--- config.mk ---
export PLATFORM = sky130hd
export DESIGN_NAME = ir_transmitter
export DESIGN_NICKNAME = d
export VERILOG_FILES = /design/src/rtl/ir_pkg.sv /design/src/rtl/ir_carrier_gen.sv /design/src/rtl/ir_transmitter.sv
export SDC_FILE = /design/constraint.sdc
export NUM_CORES = 1
export LEC_CHECK = 0
export CAP_MARGIN = 20
export CORE_MARGIN = 10
export CORE_UTILIZATION = 60
export CTS_BUF_LIST = sky130_fd_sc_hd__clkbuf_4 sky130_fd_sc_hd__clkbuf_8 sky130_fd_sc_hd__clkbuf_16
export DETAILED_ROUTE_END_ITERATION = 6
export MAX_ROUTING_LAYER = met4
export PLACE_DENSITY = 0.79
export SLEW_MARGIN = 20
export SYNTH_ARGS = -nofsm -noshare
export SYNTH_HDL_FRONTEND = slang
export SYNTH_HIERARCHICAL = 1
export SYNTH_SLANG_ARGS = --single-unit
--- constraint.sdc ---
create_clock -name clk -period 6.5 [get_ports clk]
set_clock_uncertainty 0.1 [all_clocks]
set_input_delay 0.975 -clock clk [delete_from_list [all_inputs] [get_ports clk]]
set_output_delay 0.975 -clock clk [all_outputs]
set_load 0.01 [all_outputs]
--- src/rtl/ir_pkg.sv ---
// ir_pkg: shared types and frame-timing constants for the NEC IR transmitter.
//   ir_state_t  - transmitter FSM state encoding
//   *_UNITS     - duration of each frame segment in NEC units
//   FRAME_BITS  - payload length (address, ~address, command, ~command)
//   state_units - duration in units of a given state (bit value picks space length)
package ir_pkg;

   typedef enum logic [2:0] {
      IDLE,
      LEAD_MARK,
      LEAD_SPACE,
      BIT_MARK,
      BIT_SPACE,
      STOP_MARK
   } ir_state_t;

   localparam int unsigned LEAD_MARK_UNITS  = 16;
   localparam int unsigned LEAD_SPACE_UNITS = 8;
   localparam int unsigned ZERO_SPACE_UNITS = 1;
   localparam int unsigned ONE_SPACE_UNITS  = 3;
   localparam int unsigned STOP_UNITS       = 1;
   localparam int unsigned FRAME_BITS       = 32;

   function automatic logic [4:0] state_units(input ir_state_t s, input logic bit_val);
      logic [4:0] u;
      u = 5'd1;
      case (s)
         LEAD_MARK:  u = 5'(LEAD_MARK_UNITS);
         LEAD_SPACE: u = 5'(LEAD_SPACE_UNITS);
         BIT_MARK:   u = 5'd1;
         BIT_SPACE:  u = bit_val ? 5'(ONE_SPACE_UNITS) : 5'(ZERO_SPACE_UNITS);
         STOP_MARK:  u = 5'(STOP_UNITS);
         default:    u = 5'd1;
      endcase
      return u;
   endfunction

endpackage

--- src/rtl/ir_carrier_gen.sv ---
// ir_carrier_gen: square-wave carrier with a restartable phase.
//   clk     - system clock
//   reset   - synchronous, active-low
//   restart - pulse in the cycle whose edge begins a mark
//   carrier - carrier phase for the NEXT cycle (one cycle of lookahead)
//
// The output runs one cycle ahead of the phase that should appear on the
// LED: the top registers ir_out from it, so the registered pin shows a full
// high half-period starting at the mark's first cycle. The restart edge
// itself forces the pin high; this block then supplies phases 1, 2, ...
module ir_carrier_gen #(
   parameter int unsigned CARRIER_HALF = 658
) (
   input  logic clk,
   input  logic reset,
   input  logic restart,
   output logic carrier
);

   localparam int unsigned CW = (CARRIER_HALF > 1) ? $clog2(CARRIER_HALF) : 1;

   logic [CW-1:0] cnt;

   always_ff @(posedge clk) begin
      if (!reset) begin
         cnt     <= '0;
         carrier <= 1'b0;
      end else if (restart) begin
         // Phase after the restart edge is cycle 1 of the mark.
         if (CARRIER_HALF == 1) begin
            cnt     <= '0;
            carrier <= 1'b0;
         end else begin
            cnt     <= CW'(1);
            carrier <= 1'b1;
         end
      end else if (cnt == CW'(CARRIER_HALF - 1)) begin
         cnt     <= '0;
         carrier <= ~carrier;
      end else begin
         cnt <= cnt + CW'(1);
      end
   end

endmodule

--- src/rtl/ir_transmitter.sv ---
// ir_transmitter: sends one NEC frame (leader, 32-bit payload, stop mark).
//   clk    - system clock
//   reset  - synchronous, active-low
//   start  - request a frame; only honoured in IDLE
//   value  - command byte, latched when start is accepted
//   ir_out - LED drive (carrier or steady 1 during marks, 0 otherwise)
//   busy   - frame in progress
//   done   - one-cycle pulse after the stop mark
module ir_transmitter
   import ir_pkg::*;
#(
   parameter int unsigned UNIT_CYCLES  = 28125,
   parameter int unsigned CARRIER_HALF = 658,
   parameter logic [7:0]  ADDRESS      = 8'h00,
   parameter bit          MODULATE     = 1'b1
) (
   input  logic       clk,
   input  logic       reset,
   input  logic       start,
   input  logic [7:0] value,
   output logic       ir_out,
   output logic       busy,
   output logic       done
);

   localparam int unsigned UW = (UNIT_CYCLES > 1) ? $clog2(UNIT_CYCLES) : 1;

   ir_state_t     state, state_next;
   logic [UW-1:0] unit_cnt;
   logic [3:0]    unit_num;
   logic [4:0]    bit_idx;
   logic [31:0]   shreg;
   logic          unit_last;
   logic          state_last;
   logic          mark_next;
   logic          restart;
   logic          carrier;

   ir_carrier_gen #(
      .CARRIER_HALF(CARRIER_HALF)
   ) u_carrier (
      .clk    (clk),
      .reset  (reset),
      .restart(restart),
      .carrier(carrier)
   );

   always_ff @(posedge clk) begin
      if (!reset) begin
         state <= IDLE;
      end else begin
         state <= state_next;
      end
   end

   always_comb begin
      state_next = state;
      unit_last  = (unit_cnt == UW'(UNIT_CYCLES - 1));
      state_last = unit_last &&
                   ({1'b0, unit_num} == (state_units(state, shreg[0]) - 5'd1));
      case (state)
         IDLE:       if (start)      state_next = LEAD_MARK;
         LEAD_MARK:  if (state_last) state_next = LEAD_SPACE;
         LEAD_SPACE: if (state_last) state_next = BIT_MARK;
         BIT_MARK:   if (state_last) state_next = BIT_SPACE;
         BIT_SPACE: begin
            if (state_last) begin
               state_next = (bit_idx == 5'(FRAME_BITS - 1)) ? STOP_MARK : BIT_MARK;
            end
         end
         STOP_MARK:  if (state_last) state_next = IDLE;
         default:    state_next = IDLE;
      endcase
      mark_next = (state_next == LEAD_MARK) || (state_next == BIT_MARK) ||
                  (state_next == STOP_MARK);
      // Marks are always preceded by a non-mark state, so any state change
      // into a mark is a mark entry.
      restart   = mark_next && (state_next != state);
   end

   always_ff @(posedge clk) begin
      if (!reset) begin
         unit_cnt <= '0;
         unit_num <= '0;
         bit_idx  <= '0;
         shreg    <= '0;
         ir_out   <= 1'b0;
         busy     <= 1'b0;
         done     <= 1'b0;
      end else begin
         // Counters restart on the very edge that changes state, so each
         // state lasts exactly its unit count with no extra cycle.
         if ((state_next != state) || (state == IDLE)) begin
            unit_cnt <= '0;
            unit_num <= '0;
         end else if (unit_last) begin
            unit_cnt <= '0;
            unit_num <= unit_num + 4'd1;
         end else begin
            unit_cnt <= unit_cnt + UW'(1);
         end

         if ((state == IDLE) && start) begin
            shreg   <= {~value, value, ~ADDRESS, ADDRESS};
            bit_idx <= '0;
         end else if ((state == BIT_SPACE) && state_last) begin
            shreg   <= {1'b0, shreg[31:1]};
            bit_idx <= bit_idx + 5'd1;
         end

         busy <= (state_next != IDLE);
         done <= (state == STOP_MARK) && (state_next == IDLE);

         if (!mark_next) begin
            ir_out <= 1'b0;
         end else if (!MODULATE) begin
            ir_out <= 1'b1;
         end else begin
            ir_out <= restart | carrier;
         end
      end
   end

endmodule
### Word level (Yosys, flattened, before mapping)

Index checks and enable logic that the tools add are counted.

* flip-flop bits (word level): 73
* logic and storage cells: 68

* add/subtract/negate cells: 5
* eq/ne operators: 13
* mux-type cells: 16
* bitwise operators: 4
* reduce and logical (&&, ||, !) cells: 18

Operators by type and width (count)
* two-way mux 32 bit: 2
* two-way mux 3 bit: 7
* one-hot mux 3 bit (6 select lines): 1
* adder 15 x 1 -> 15 bit, second input constant: 1
* == test 15 bit, second input constant: 1
* one-hot mux 5 bit (3 select lines): 1
* adder 10 x 1 -> 10 bit, second input constant: 1
* == test 10 bit, second input constant: 1
* == test 3 x 2 -> 1 bit, second input constant: 3
* == test 3 bit, second input constant: 3
* NOT 8 bit: 1
* == test 3 x 1 -> 1 bit, second input constant: 2
* logical NOT 3 bit: 2
* OR reduction 3 bit: 2
* adder 5 x 1 -> 5 bit, second input constant: 1
* == test 4 x 5 -> 1 bit: 1
* == test 5 bit, second input constant: 1
* logical AND 1 bit: 5
* subtractor 5 x 1 -> 5 bit, second input constant: 1
* adder 4 x 1 -> 4 bit, second input constant: 1
* two-way mux 1 bit: 4
* nonzero test 2 bit: 2
* OR reduction 2 bit: 2
* logical OR 1 bit: 3
* other kinds (6): 7

### Depth between registers and ports, before layout

Gate-level depths: netlist of the first run.

* word-level depth: 12
* gate-level depth with buffers: 15
* mapped depth without buffers: 12

### Modules after synthesis

Netlist of the first run, hierarchy kept.

Modules (own cells, without submodules)
* ir_transmitter: times used 1, cells an instance 336, area an instance 2935.3 um^2, seq. area each 1241.2 um^2
* ir_carrier_gen: times used 1, cells an instance 58, area an instance 568.0 um^2, seq. area each 220.2 um^2

### Worst setup path after synthesis of the first run

No wires, ideal clock.

* path type: register -> register
* from: register state[2]
* to: register u_carrier.cnt[9]
* arrival: 3.458 ns
* data required time: 6.275 ns
* path slack: 2.817 ns
* cell stages (with the launch flop): 16
* clock period less this slack: 3.683 ns
* cell sequence: dfxtp_1 buf_2 nand2b_1 nor2_1 clkbuf_1 clkbuf_1 nand2_1 ha_1 ha_1 xnor2_1 nor3_4 o2111ai_2 o21ai_0 a311o_1 buf_6 a21oi_2

* longest elaborated chain between the ends: 12

Ends and longest elaborated chain
* from (decl): line ir_transmitter.sv:28 `ir_state_t state, state_next;`
* from (signal assigned): line ir_transmitter.sv:52 `state <= state_next;`
* == test 3 bit, or another cell as far along: line ir_pkg.sv:27, ir_transmitter.sv:61
* one-hot mux 5 bit (3 select lines): line ir_pkg.sv:27 `case (s)`
* subtractor 5 x 1 -> 5 bit: line ir_transmitter.sv:60 `({1'b0, unit_num} == (state_units(state, shreg[0]) - 5'd1));`
* == test 4 x 5 -> 1 bit: line ir_transmitter.sv:60
* logical AND 1 bit: line ir_transmitter.sv:59 `state_last = unit_last &&`
* two-way mux 3 bit (on tied branches)
* one-hot mux 3 bit (6 select lines): line ir_transmitter.sv:61 `case (state)`
* == test 3 x 1 -> 1 bit or == test 3 x 2 -> 1 bit (tied branches): line ir_transmitter.sv:74 `mark_next = (state_next == LEAD_MARK) || (state_next == BIT_MARK) ||`
* logical OR 1 bit (2 in a row): line ir_transmitter.sv:74
* logical AND 1 bit (*): line ir_transmitter.sv:78 `restart = mark_next && (state_next != state);`
* named net restart: line ir_transmitter.sv:36 `logic restart;`
* OR reduction 3 bit (no line) (*)
* to (signal assigned): line ir_carrier_gen.sv:41 `cnt <= cnt + CW'(1);`
* to (decl): line ir_carrier_gen.sv:22 `logic [CW-1:0] cnt;`

Mark *: on every way through the listed nets, which the timed path passes. The rest lies on a longest branch.
A chain may end at the register's enable or synchronous reset.

### Final worst setup path of the first run

* from: register state[2]
* to: register u_carrier.cnt[2]

The elaborated chain is that of the path after synthesis.

==> impl_metrics.toml, run 1 <==
[placement]
dp_hpwl_um = 4910
port_buffers = 13
gp_congestion = 0.891

[run]
cap_viol_max_count = 0

[clocking]
cts_tree = "yes"
cts_buffers = 9
ctsHoldBuffers = 0
clock-sinks = 73
cts-root-buf = "clkbuf_8"
cts.htree.levels = 3
post-cts-setup-buffer-count = 0
post_cts_resized = 0
clock_latency_ns = 0.35
max-clock-path-buffers = 2
clk_pin_slew_ns = 0.08

[route]
wl_um = 7470
post_drt_wl_per_cell_um = 15.8
vias = 2886
routed_via_density = 6.10
ant_nets = 0
drc = 0
drt_iter0_markers = 237
drt_first_pass_iters = 4

[worst_hold_path]
hold_path_class = "flip-flop to flip-flop"

[critical_path]
cp_max_fo = 12
path_buf_inv = 0
arrival_ns = 3.90
crit_family = "compound AO/OA/AOI/OAI gates"
end_kind = "flip-flop"
cp_common_cell = "ha_1"
worstSetupPathType = "flip-flop to flip-flop"
crit_path_start_kind = "flip-flop"
crit_chain = "nand2b_1, nor2_1, nand2_1, ha_1, ha_1, xnor2_1, nor3_4, o2111ai_2, o21ai_0, a311o_1, nor2_2"
required_ns = 6.62
cp_slowest_cell = "a311o_1"
critPathMaxStageDelay_ns = 0.56

[die]
die_w_um = 96.4
rows = 27
fp.dieH_um = 96.4
fp.dieArea_um2 = 9290
core_um2 = 5570
start_util = 0.629
ioPinCount = 14

[logic_synthesis]
yosys_warnings = 6
yosys_register_bits = 73
synth.distinct_cells = 62
synth_fp_nets = 414
ys.flop_type = "dfxtp_1"
yosysSeqAreaShare = 0.417
syn_inst = 394
syn-mean-instance-area_um2 = 8.89
synth_edf_count = 0
syn_area_um2 = 3500
async_reset_ff_frac = 0

[sta]
worstMarginPinSlew_ns = 0.719
rsz0062_at_grt = "false"
hold_viol = 0
relSlewSlack = 0.517
drv_slew = 0
setup-violations-final = 0
fin_crit_sh = 0.581
max_freq_ghz = 0.265
fin_tns_setup_ns = 0
period_minus_slack_ns = 3.78

[global_routing]
antenna_found_initial = 0
grt_use_total = 0.169
grt_pass1_vias = 2641
grt_overflow = 0
grt_max_degree = 33
grt_pass1_wl_um = 12300

[power_and_ir_drop]
power_leakage_nw = 1.31
finalPower_mw = 0.955
vdd_ir_drop_max_uv = 162
power_density_nw_per_um2 = 248

[finish]
final_nets = 417
synthToLayoutAreaGrowth_pct = 9.82
diodes = 0
drive_gt1_frac = 0.105

[outcome]
status = "complete, no violations"
==> cells in the final DEF, fill, tap and decap left out, types with 2 or more instances in the layout <==
cell / count
nor3b_1: 2
nand3_1: 29
clkinv_2: 2
nor2_2: 4
or4_1: 3
a21oi_2: 5
ha_1: 9
nor3_1: 12
nor4_1: 2
nor2b_1: 2
xnor2_1: 11
or3_1: 6
dfxtp_1: 73
bufinv_16: 2
clkdlybuf4s50_1: 13
a41oi_1: 2
nand2b_1: 3
o21ai_1: 10
nand4_2: 2
nand4_1: 4
nand2_1: 19
a21oi_1: 25
buf_4: 2
o21ai_0: 21
o31ai_1: 4
a21o_1: 2
nor2_1: 35
o21a_1: 2
and4_1: 2
inv_1: 12
clkbuf_8: 10
xor2_1: 11
a211oi_1: 9
nand4_4: 2
o221a_1: 8
and3_1: 6
a31oi_1: 7
==> routing by layer <==
metal | GRT usage | up-vias | share of wire
li1 | - | 1448 | -
met4 | 0.0775 | 0 | 0.012
met5 | - | - | 0
met3 | 0.0316 | 14 | 0.050
met1 | 0.218 | 1348 | 0.47
met2 | 0.252 | 76 | 0.46
==> cell type report <==
class	instances	area, um^2
Sequential cell	73	1460
Clock inverter	5	78.8
Inverter	12	45.0
Clock buffer	10	138
Tap cell	72	90.1
Multi-Input combinational cell	286	1890
Timing Repair Buffer	15	145
Fill cell	442	1730
==> path summary, 6_finish.rpt <==
kind	startpoint	endpoint	slack, ns	cells after the start
setup / recovery	state[2]	u_carrier/cnt[2]	2.72	11
hold / removal	unit_cnt[0]	unit_cnt[0]	0.37	1
setup reg to reg	state[2]	u_carrier/cnt[2]	2.72	11
hold reg to reg	unit_cnt[0]	unit_cnt[0]	0.37	1
==> per-stage QoR <==
step                      instance area (um^2)  hold slack (ns)  setup WS [ns]   util  instances
after global placement                    3630            0.344           2.94  0.651        458
after floorplan                           3500            0.326           2.82      -        394
after detailed placement                  3630            0.353           2.77  0.651        458
after CTS                                 3850            0.371           2.73  0.690        473
final                                     3850            0.368           2.72  0.690        473
after global routing                      3850            0.386           2.38  0.690        473
==> cell usage after synthesis (all sizes together) (2+ instances only) <==
| master | instances | area share |
|---|---|---|
| buf | 7 | 0.014 |
| o31ai | 4 | 0.0086 |
| nor2b | 2 | 0.0036 |
| o21ai | 32 | 0.047 |
| and4 | 2 | 0.0050 |
| a31oi | 7 | 0.012 |
| o221a | 8 | 0.026 |
| xnor2 | 12 | 0.032 |
| dfxtp | 73 | 0.42 |
| ha | 9 | 0.032 |
| o2111ai | 2 | 0.0068 |
| nand2b | 3 | 0.0054 |
| a21o | 2 | 0.0043 |
| nand3 | 30 | 0.044 |
| and3 | 7 | 0.013 |
| nor2 | 39 | 0.045 |
| or3 | 6 | 0.011 |
| a41oi | 2 | 0.0050 |
| nand4 | 8 | 0.026 |
| or4 | 4 | 0.0096 |
| nor3b | 3 | 0.0079 |
| inv | 12 | 0.013 |
| nand4b | 2 | 0.0068 |
| a211oi | 9 | 0.019 |
| clkbuf | 16 | 0.017 |
| nor3 | 13 | 0.022 |
| a21oi | 30 | 0.048 |
| xor2 | 11 | 0.027 |
| o21a | 2 | 0.0043 |
| nand2 | 20 | 0.022 |
| nor4 | 3 | 0.0096 |
==> cell families after synthesis <==
family	Yosys count	share of synthesized area
xor+xnor	23	0.0596
compound gates	108	0.205
flops	73	0.417
buf+inv	35	0.0436
fa+ha+maj	9	0.0321
simple gates	145	0.239
mux	1	0.00286
==> sequential cells by signal, summed over array words and instances (netlist names) <==
name               count
bit_idx                5
busy                   1
done                   1
ir_out                 1
shreg                 32
state                  3
u_carrier/carrier      1
u_carrier/cnt         10
unit_cnt              15
unit_num               4
==> power by group <==
part           internal (mW)  switching [mW]
sequential             0.465          0.0142
clock                  0.224           0.169
combinational         0.0331          0.0487
total                  0.723           0.232
No activity file was read; power rests on OpenSTA's default activity.
==> run 2: changes to the inputs <==
clock period = 3.8 ns   (was 6.5 ns; I/O delays follow)
==> impl_metrics.toml, run 2 (synthesized netlist as in run 1, its figures left out) <==
[outcome]
status = "complete, no violations"

[clocking]
cts_tree = "yes"
post_cts_resized = 0
clock-sinks = 73
max-clock-path-buffers = 2
clock_latency_ns = 0.35
cts.htree.levels = 3
post-cts-setup-buffer-count = 0
ctsHoldBuffers = 0
clk_pin_slew_ns = 0.08
cts-root-buf = "clkbuf_8"
cts_buffers = 9

[finish]
final_common_cell = "dfxtp_1"
final_nets = 421
multi_input_area_um2 = 1890
area.sequential_um2 = 1460
drive_gt1_frac = 0.118
layout_common_cells = "73 x dfxtp_1, 35 x nor2_1, 29 x nand3_1"
diodes = 0
n_fill_cell = 458
post-route-cell-area_um2 = 3880
largestRegisters = "shreg: 32 flops, unit_cnt: 15 flops, u_carrier/cnt: 10 flops"
top_register = "shreg"
utilization = 0.697
synthToLayoutAreaGrowth_pct = 10.8
fin_cells = 478
largest_register_ffs = 32

[power_and_ir_drop]
power_leakage_nw = 1.32
power_density_nw_per_um2 = 421
vdd_ir_drop_max_uv = 311
power_frac_seq = 0.500
combPwrFrac = 0.090
swShare = 0.241
internal_power_mw = 1.24
p_switching_mw = 0.394
finalPower_mw = 1.63
p_clk_frac = 0.410

[placement]
placed_cell_area_um2 = 3660
post-place-ws_ns = 0.288
placed_cells = 462
dp_hpwl_um = 4940
port_buffers = 13
gp_congestion = 0.890

[sta]
max_freq_ghz = 0.293
fin_crit_sh = 0.898
setup-violations-final = 0
hold_ws_ns = 0.364
relSlewSlack = 0.590
period_minus_slack_ns = 3.41
worstMarginPinSlew_ns = 0.615
drv_slew = 0
hold_viol = 0
fin_ws_ns = 0.388
rsz0062_at_grt = "false"
fin_tns_setup_ns = 0

[worst_hold_path]
worstHoldStart = "unit_cnt[0]"
hold_path_class = "flip-flop to flip-flop"

[critical_path]
path_buf_inv = 1
critPathMaxStageDelay_ns = 0.54
arrival_ns = 3.56
cp_max_fo = 16
worstSetupPathType = "flip-flop to flip-flop"
cp_slowest_cell = "dfxtp_1"
crit_chain = "nand2b_1, nor2_1, nand2_1, ha_1, ha_1, xnor2_1, nor3_4, buf_4, and4_1, nand2_2, o221a_1"
r2r-start = "state[2]"
end_kind = "flip-flop"
crit_path_start_kind = "flip-flop"
cp_common_cell = "ha_1"
required_ns = 3.94
crit_family = "simple AND/OR/NAND/NOR gates"
crit_start = "state[2]"

[route]
drc = 0
wl_um = 7400
ant_nets = 0
drt_first_pass_iters = 4
vias = 2910
post_drt_wl_per_cell_um = 15.5
routed_via_density = 6.09
drt_iter0_markers = 197

[global_routing]
grt_pass1_vias = 2601
antenna_found_initial = 0
grt_overflow = 0
grt_pass1_wl_um = 12200
grt_use_total = 0.169
grt_max_degree = 33

[die]
die_w_um = 96.4
fp.dieArea_um2 = 9290
core_um2 = 5570
start_util = 0.629
rows = 27
fp.dieH_um = 96.4
ioPinCount = 14

[run]
cap_viol_max_count = 0
## run 2: power by group through the flow
stage          logic (mW)  registers (mW)  clock network (mW)
3_5_place_dp        0.146           0.833                   0
5_1_grt             0.162           0.821               0.702
3_3_place_gp        0.142           0.833                   0
2_1_floorplan       0.108           0.829                   0
4_1_cts             0.147           0.816               0.677
6_report            0.147           0.817               0.669
## run 2: worst reg2reg max path: cells and delay by family (launching register included)
family | cells | cell delay [ns]
xor+xnor | 1 | 0.16
buf+inv | 1 | 0.18
flops | 1 | 0.54
fa+ha+maj | 2 | 0.52
simple gates | 6 | 1.50
compound gates | 1 | 0.33
## run 2: cell type report
class | instances | share of cell area
sequential | 73 | 0.376
multi-input combinational | 286 | 0.487
timing repair buffer | 19 | 0.0451
tap | 72 | 0.0232
inverter | 12 | 0.0116
clock buffer | 11 | 0.0358
clock inverter | 5 | 0.0206
## run 2: routing by layer
metal	global-route usage	routed length (um)	vias to the layer above
li1	-	-	1448
met3	0.0316	346	11
met2	0.247	3330	77
met4	0.0811	124	0
met5	-	0	-
met1	0.221	3600	1374
## run 2: path summary, 6_finish.rpt
path                  to  slack, ns  cells past startpoint
min          unit_cnt[0]       0.36                      1
max            shreg[26]       0.39                     11
max reg2reg    shreg[26]       0.39                     11
min reg2reg  unit_cnt[0]       0.36                      1
